File: src/rtl/regfile_arb_pkg.sv
// ----------------------------------------------------------------------------
// regfile_arb_pkg
//   Shared definitions for the register-file arbiter: opcode encodings, the
//   controller state enum, and a helper that maps an accepted opcode onto the
//   first state of its execution sequence.
//
//   Contents:
//     op_e            request opcode (READ / WRITE / COPY / ILLEGAL)
//     state_e         controller states
//     RF_ADDR_W       register-file address width (R0..R15)
//     ID_W            width of a requester index
//     op_entry_state  opcode -> first state after acceptance
// ----------------------------------------------------------------------------
package regfile_arb_pkg;

  typedef enum logic [1:0] {
    OP_READ    = 2'b00,
    OP_WRITE   = 2'b01,
    OP_COPY    = 2'b10,
    OP_ILLEGAL = 2'b11
  } op_e;

  typedef enum logic [2:0] {
    ST_IDLE    = 3'd0,
    ST_WRITE   = 3'd1,
    ST_READ    = 3'd2,
    ST_COPY_RD = 3'd3,
    ST_COPY_WR = 3'd4,
    ST_RESP    = 3'd5
  } state_e;

  localparam int RF_ADDR_W = 4;
  localparam int ID_W      = 2;

  // Illegal opcodes skip the register file entirely and go straight to the
  // response state, which gives them their single-cycle latency.
  function automatic state_e op_entry_state(input logic [1:0] op);
    state_e st;
    case (op)
      OP_READ:  st = ST_READ;
      OP_WRITE: st = ST_WRITE;
      OP_COPY:  st = ST_COPY_RD;
      default:  st = ST_RESP;
    endcase
    return st;
  endfunction

endpackage

File: src/rtl/rr_arbiter.sv
// ----------------------------------------------------------------------------
// rr_arbiter
//   Purely combinational round-robin selector. The search starts at the
//   requester after the last one granted and wraps around, so a requester
//   that keeps its request asserted is served at most once per round.
//
//   Ports:
//     req         in   NREQ   request bits
//     last_grant  in   ID_W   index of the most recently granted requester
//     grant       out  NREQ   one-hot grant (all zero when no request)
//     grant_idx   out  ID_W   index of the granted requester (0 when none)
// ----------------------------------------------------------------------------
module rr_arbiter
  import regfile_arb_pkg::*;
#(
  parameter int NREQ = 3
) (
  input  logic [NREQ-1:0] req,
  input  logic [ID_W-1:0] last_grant,
  output logic [NREQ-1:0] grant,
  output logic [ID_W-1:0] grant_idx
);

  logic [ID_W-1:0] w_cand;
  logic            w_found;

  always_comb begin
    grant     = '0;
    grant_idx = '0;
    w_found   = 1'b0;
    w_cand    = '0;
    // Visit last_grant+1, last_grant+2, ... and finally last_grant itself.
    for (int k = 1; k <= NREQ; k++) begin
      w_cand = ID_W'((int'(last_grant) + k) % NREQ);
      if (!w_found && req[w_cand]) begin
        grant[w_cand] = 1'b1;
        grant_idx     = w_cand;
        w_found       = 1'b1;
      end
    end
  end

endmodule

File: src/rtl/regfile_arbiter.sv
// ----------------------------------------------------------------------------
// regfile_arbiter
//   Shares one external R0..R15 register file between NREQ requesters.
//   Requests are accepted one at a time (round-robin, only while idle) and
//   executed as READ, WRITE, COPY (read then write back) or rejected as
//   illegal. Every accepted request finishes with a one-cycle response pulse.
//
//   Ports:
//     clk            in   1              clock, rising edge
//     reset_n        in   1              asynchronous active-low reset
//     req_valid      in   NREQ           per-requester request valid
//     req_ready      out  NREQ           one-hot accept strobe
//     req_op         in   2*NREQ         per-requester opcode
//     req_dst        in   4*NREQ         per-requester destination register
//     req_src        in   4*NREQ         per-requester source register
//     req_wdata      in   DATA_W*NREQ    per-requester write data
//     rsp_valid      out  1              completion pulse
//     rsp_id         out  2              completing requester
//     rsp_data       out  DATA_W         read / written value, 0 for illegal
//     rsp_err        out  1              illegal opcode completion
//     busy           out  1              controller not idle
//     rf_addr_in     out  4              register-file write address
//     rf_addr_out    out  4              register-file read address
//     rf_load        out  1              register-file write enable
//     rf_enable_out  out  1              register-file read enable
//     rf_data_in     out  DATA_W         register-file write data
//     rf_data_out    in   DATA_W         register-file read data
// ----------------------------------------------------------------------------
module regfile_arbiter
  import regfile_arb_pkg::*;
#(
  parameter int NREQ   = 3,
  parameter int DATA_W = 32
) (
  input  logic                   clk,
  input  logic                   reset_n,
  input  logic [NREQ-1:0]        req_valid,
  output logic [NREQ-1:0]        req_ready,
  input  logic [2*NREQ-1:0]      req_op,
  input  logic [4*NREQ-1:0]      req_dst,
  input  logic [4*NREQ-1:0]      req_src,
  input  logic [DATA_W*NREQ-1:0] req_wdata,
  output logic                   rsp_valid,
  output logic [ID_W-1:0]        rsp_id,
  output logic [DATA_W-1:0]      rsp_data,
  output logic                   rsp_err,
  output logic                   busy,
  output logic [RF_ADDR_W-1:0]   rf_addr_in,
  output logic [RF_ADDR_W-1:0]   rf_addr_out,
  output logic                   rf_load,
  output logic                   rf_enable_out,
  output logic [DATA_W-1:0]      rf_data_in,
  input  logic [DATA_W-1:0]      rf_data_out
);

  // --------------------------------------------------------------------------
  // State and latched request
  // --------------------------------------------------------------------------
  state_e                r_state;
  state_e                w_state_next;
  logic [ID_W-1:0]       r_last_grant;
  logic [1:0]            r_op;
  logic [RF_ADDR_W-1:0]  r_dst;
  logic [RF_ADDR_W-1:0]  r_src;
  logic [DATA_W-1:0]     r_wdata;
  logic [DATA_W-1:0]     r_hold;
  logic [ID_W-1:0]       r_id;

  // --------------------------------------------------------------------------
  // Per-requester field views
  // --------------------------------------------------------------------------
  logic [1:0]            w_op_arr    [NREQ];
  logic [RF_ADDR_W-1:0]  w_dst_arr   [NREQ];
  logic [RF_ADDR_W-1:0]  w_src_arr   [NREQ];
  logic [DATA_W-1:0]     w_wdata_arr [NREQ];

  genvar gi;
  generate
    for (gi = 0; gi < NREQ; gi++) begin : g_unpack
      assign w_op_arr[gi]    = req_op[gi*2 +: 2];
      assign w_dst_arr[gi]   = req_dst[gi*RF_ADDR_W +: RF_ADDR_W];
      assign w_src_arr[gi]   = req_src[gi*RF_ADDR_W +: RF_ADDR_W];
      assign w_wdata_arr[gi] = req_wdata[gi*DATA_W +: DATA_W];
    end
  endgenerate

  // --------------------------------------------------------------------------
  // Arbitration
  // --------------------------------------------------------------------------
  logic [NREQ-1:0]       w_grant;
  logic [ID_W-1:0]       w_grant_idx;
  logic                  w_accept;
  logic [1:0]            w_sel_op;

  rr_arbiter #(
    .NREQ       (NREQ)
  ) u_rr_arbiter (
    .req        (req_valid),
    .last_grant (r_last_grant),
    .grant      (w_grant),
    .grant_idx  (w_grant_idx)
  );

  // reset_n is folded in so req_ready is also held low combinationally while
  // reset is asserted, even though the state already reads as idle.
  assign w_accept  = reset_n && (r_state == ST_IDLE) && (|w_grant);
  assign req_ready = w_accept ? w_grant : '0;
  assign w_sel_op  = w_op_arr[w_grant_idx];
  assign busy      = (r_state != ST_IDLE);

  // --------------------------------------------------------------------------
  // State register
  // --------------------------------------------------------------------------
  always_ff @(posedge clk or negedge reset_n) begin
    if (!reset_n) begin
      r_state <= ST_IDLE;
    end else begin
      r_state <= w_state_next;
    end
  end

  // --------------------------------------------------------------------------
  // Request latch, last grant and read-data hold register
  // --------------------------------------------------------------------------
  always_ff @(posedge clk or negedge reset_n) begin
    if (!reset_n) begin
      r_last_grant <= ID_W'(NREQ - 1);
      r_op         <= '0;
      r_dst        <= '0;
      r_src        <= '0;
      r_wdata      <= '0;
      r_id         <= '0;
      r_hold       <= '0;
    end else begin
      if (w_accept) begin
        r_last_grant <= w_grant_idx;
        r_id         <= w_grant_idx;
        r_op         <= w_sel_op;
        r_dst        <= w_dst_arr[w_grant_idx];
        r_src        <= w_src_arr[w_grant_idx];
        r_wdata      <= w_wdata_arr[w_grant_idx];
      end
      // The register file read is combinational, so the value is captured at
      // the end of the cycle in which the read enable is presented.
      if ((r_state == ST_READ) || (r_state == ST_COPY_RD)) begin
        r_hold <= rf_data_out;
      end
    end
  end

  // --------------------------------------------------------------------------
  // Next state and outputs
  // --------------------------------------------------------------------------
  always_comb begin
    w_state_next  = r_state;
    rf_load       = 1'b0;
    rf_enable_out = 1'b0;
    rf_addr_in    = '0;
    rf_addr_out   = '0;
    rf_data_in    = '0;
    rsp_valid     = 1'b0;
    rsp_id        = '0;
    rsp_data      = '0;
    rsp_err       = 1'b0;

    case (r_state)
      ST_IDLE: begin
        if (w_accept) begin
          w_state_next = op_entry_state(w_sel_op);
        end
      end

      ST_WRITE: begin
        rf_load      = 1'b1;
        rf_addr_in   = r_dst;
        rf_data_in   = r_wdata;
        w_state_next = ST_RESP;
      end

      ST_READ: begin
        rf_enable_out = 1'b1;
        rf_addr_out   = r_src;
        w_state_next  = ST_RESP;
      end

      ST_COPY_RD: begin
        rf_enable_out = 1'b1;
        rf_addr_out   = r_src;
        w_state_next  = ST_COPY_WR;
      end

      ST_COPY_WR: begin
        rf_load      = 1'b1;
        rf_addr_in   = r_dst;
        rf_data_in   = r_hold;
        w_state_next = ST_RESP;
      end

      ST_RESP: begin
        rsp_valid = 1'b1;
        rsp_id    = r_id;
        rsp_err   = (r_op == OP_ILLEGAL);
        // WRITE reports the value written; READ and COPY report the value
        // read (held in r_hold); illegal reports zero.
        if (r_op == OP_WRITE) begin
          rsp_data = r_wdata;
        end else if (r_op == OP_ILLEGAL) begin
          rsp_data = '0;
        end else begin
          rsp_data = r_hold;
        end
        w_state_next = ST_IDLE;
      end

      default: begin
        w_state_next = ST_IDLE;
      end
    endcase
  end

  // --------------------------------------------------------------------------
  // Structural invariants
  // --------------------------------------------------------------------------
  a_no_load_and_read : assert property (
    @(posedge clk) disable iff (!reset_n) !(rf_load && rf_enable_out));

  a_ready_onehot : assert property (
    @(posedge clk) disable iff (!reset_n) $onehot0(req_ready));

endmodule

File: config.mk
export PLATFORM = sky130hd
export DESIGN_NAME = regfile_arbiter
export DESIGN_NICKNAME = d
export VERILOG_FILES = /design/src/rtl/regfile_arb_pkg.sv /design/src/rtl/rr_arbiter.sv /design/src/rtl/regfile_arbiter.sv
export SDC_FILE = /design/constraint.sdc
export NUM_CORES = 1
export LEC_CHECK = 0
export CAP_MARGIN = 20
export CORE_ASPECT_RATIO = 1.2
export CORE_MARGIN = 2
export CORE_UTILIZATION = 30
export CTS_CLUSTER_SIZE = 28
export DETAILED_ROUTE_END_ITERATION = 16
export PLACE_DENSITY = 0.72
export SYNTH_ARGS = -nofsm -noshare
export SYNTH_HDL_FRONTEND = slang
export SYNTH_HIERARCHICAL = 1
export SYNTH_SLANG_ARGS = --single-unit
File: constraint.sdc
create_clock -name clk -period 3 [get_ports clk]
set_input_delay 0.3 -clock clk [delete_from_list [all_inputs] [get_ports clk]]
set_output_delay 0.3 -clock clk [all_outputs]
set_load 0.005 [all_outputs]
==> flow_summary.ini, run 1 <==
[clock_tree]
clk_pin_slew_ns = 0.06
cts.sinks = 80
clock_latency_ns = 0.33
cts_tree = built
numCtsBuffers = 9
cts_root_buffer = clkbuf_16
htreeDepth = 3
clockBufferDepth = 2
holdBufCountCts = 0

[synth]
netlist_area_mm2 = 0.00528
synth_cell_type_count = 50
synth_top_area_share_pct = 37.5
synth-main-ff-cell = dfrtp_1
synthCells = 466
avgSynthCellArea_um2 = 11.3
yosys.area.top_type = dfrtp_1
ys_seq_elements = 80
ys_warn_count = 6
syn_nets = 633
synth_seq_area_share_pct = 38.0
async_reset_ff_share_pct = 100
netlist_top_cells_area = dfrtp_1 37%, mux2_4 11%, mux2i_1 8.9%, mux2_2 8.3%, o2bb2ai_1 6.6%
synth_edf_count = 0

[power]
p_leak_nw = 3.39
switching_share_pct = 38.1
p_switching_mw = 3.49
clkPwrFrac_pct = 14.8
internal_power_mw = 5.68
powerDensity_mw_per_mm2 = 1080
irDropWorstVdd_uv = 421
p_seq_share_pct = 22.5
pwr-share-comb_pct = 62.7

[place]
portBuffers = 244
dp_hpwl_um = 12900
post-place-cells = 908
place_congestion = 0.833

[die]
start_util_pct = 30.4
die_width_um = 125
io_pins = 245
design.core.area_mm2 = 0.0174
num_rows = 53
dieHeight_um = 149
die-area_mm2 = 0.0187

[sta]
min_period_over_period_pct = 96.3
relSlewSlack_pct = 61.4
max_freq_mhz = 346
maxSlewViolCount = 0
fin_skew_ns = 0.00860
rsz0062_at_grt = no
layout_min_cycle_time_ns = 2.89
finalSetupViolCount = 0
worst_pin_slew_ns = 0.580
final_hold_viol_count = 0

[global_routing]
grt_pass1_wl_um = 27500
grt_pass1_vias = 4917
antenna_found_initial = 1
grt_max_degree = 44
grt.total_usage_pct = 18.7
grt.overflow.total = 0

[run]
maxCapViolations = 0

[finish]
area_delta_synth_final_pct = 61.4
utilization_pct = 49.0
final_nets = 875
mostFrequentLayoutCells = 242 x clkdlybuf4s50_1, 79 x dfrtp_1, 46 x mux2i_1
final_layout_size_suffix_gt1_share_pct = 20.2
final_common_cell = clkdlybuf4s50_1
instances_no_fill = 934

[worst_setup_path]
critPathRequiredTime_ns = 2.70
cp-end-kind = output pin
cpPeakStageDelay_ns = 0.58
path_max_fanout = 6
start_kind = flip-flop
worstSetupPathDepth = 8
crit_chain = inv_2, ha_4, nand2b_1, a221oi_2, o21ai_1, a21oi_2, and3_1, clkdlybuf4s50_1
crit_buf_inv = 2
path_delay_family = compound AO/OA/AOI/OAI gates
critPathSlowestCell = dfstp_2
crit_arrival_ns = 2.59
r2r_cells = 9
critical_path_class = flip-flop to output pin

[status]
status = finished, final reports clean

[detailed_routing]
wl_um = 17800
via_count = 4843
drt_iter0_markers = 158
wl_per_cell_um = 19.1
drcViolationCount = 0
viasPerCell = 5.19
drt_first_pass_iters = 4
drtAntennaViolNets = 0

[hold_path]
worstHoldPathType = primary input to asynchronous set/reset pin
final timing paths:
| kind | start | end | slack, ns |
|---|---|---|---|
| setup / recovery | r_last_grant[1] | req_ready[0] | 0.11 |
| hold / removal | reset_n | r_wdata[0] | 0.11 |
| max in group asynchronous | reset_n | r_hold[18] | 1.92 |
| hold reg to reg | r_src[2] | r_src[2] | 0.51 |
| min in group clk | reset_n | r_state[2] | 0.37 |
| setup reg to reg | r_last_grant[1] | r_wdata[11] | 0.16 |
kinds of logic after synthesis:
family | share of synthesized area (%)
AOI/OAI and AO/OA | 19.1
muxes | 27.8
and+or+nand+nor | 7.73
DFF | 38.0
buffers and inverters | 5.95
adders and majority gates | 1.14
xor gates and xnor gates | 0.332
registers in the layout, summed over array words and instances (netlist names):
name	count
r_hold	32
r_wdata	32
r_dst	4
r_src	4
r_state	3
r_last_grant	2
r_op	2
r_id	1
worst register-to-register path: cells and delay by family (launching register included):
family,cells,cell delay (ns)
multiplexers,1,0.31
AND/OR/NAND/NOR,1,0.24
adder cells (fa/ha/maj),1,0.24
flip-flops,1,0.58
buffers and inverters,3,0.48
AO/OA/AOI/OAI,3,0.87
repair_timing:
item	in CTS	in global routing
gates resized for setup	7	8
pin swaps	1	7
endpoints found under the setup margin	3	4
setup buffers	2	7
cell type report:
cell class | count | area [um2]
Clock inverter | 5 | 128
Clock buffer | 11 | 243
Multi-Input combinational cell | 334 | 3080
Fill cell | 1602 | 8860
Tap cell | 220 | 275
Sequential cell | 80 | 2000
Antenna cell | 1 | 2.50
Timing Repair Buffer | 275 | 2750
Inverter | 8 | 30.0
synth_stat cells, drive strengths merged, types with 2 or more instances:
library cell	number
nand2	16
nor2	22
mux2i	47
a22o	32
a21oi	16
and3	3
nor3	2
mux2	76
nand2b	2
and2	12
buf	26
dfrtp	79
ha	4
a22oi	18
nor2b	3
o2bb2ai	40
a2bb2oi	2
nand3b	3
nand3	14
clkbuf	18
o41ai	2
inv	7
o21ai	3
o22ai	2
per-stage QoR:
step           power (mW)  setup slack [ns]  hold WS [ns]  area [um2]  TNS, ns
6_report             9.17             0.112         0.110        8510        0
5_1_grt              9.75           0.00775         0.141        8510        0
4_1_cts              9.09           -0.0147         0.110        8420  -0.0147
3_5_place_dp         7.60             0.133         0.477        7990        0
3_3_place_gp         7.54             0.184         0.464        7990        0
2_1_floorplan        5.29             0.367       0.00441        5280        0
per-layer routing:
metal | global-route usage, % | vias up | wire [um]
met5 | 0 | - | 0
met4 | 5.78 | 0 | 349
met3 | 4.45 | 20 | 1080
met2 | 32.1 | 190 | 8960
met1 | 23.3 | 2395 | 7420
li1 | - | 2238 | -
power groups by stage:
stage | combinational, mW | sequential (mW) | clock (mW)
2_1_floorplan | 3.40 | 1.89 | 0
3_3_place_gp | 5.49 | 2.05 | 0
3_5_place_dp | 5.54 | 2.06 | 0
4_1_cts | 5.65 | 2.05 | 1.39
5_1_grt | 6.17 | 2.14 | 1.44
6_report | 5.75 | 2.06 | 1.36
No activity file was read; power rests on OpenSTA's default activity.
==> run 2: changes to the inputs <==
--- a/config.mk
+++ b/config.mk
@@ -5,7 +5,6 @@
 export SDC_FILE = /design/constraint.sdc
 export NUM_CORES = 1
 export LEC_CHECK = 0
-export CAP_MARGIN = 20
 export CORE_ASPECT_RATIO = 1.2
 export CORE_MARGIN = 2
 export CORE_UTILIZATION = 30
==> results of run 2 <==
The final DEF is identical to that of run 1; final timing and power are the same.
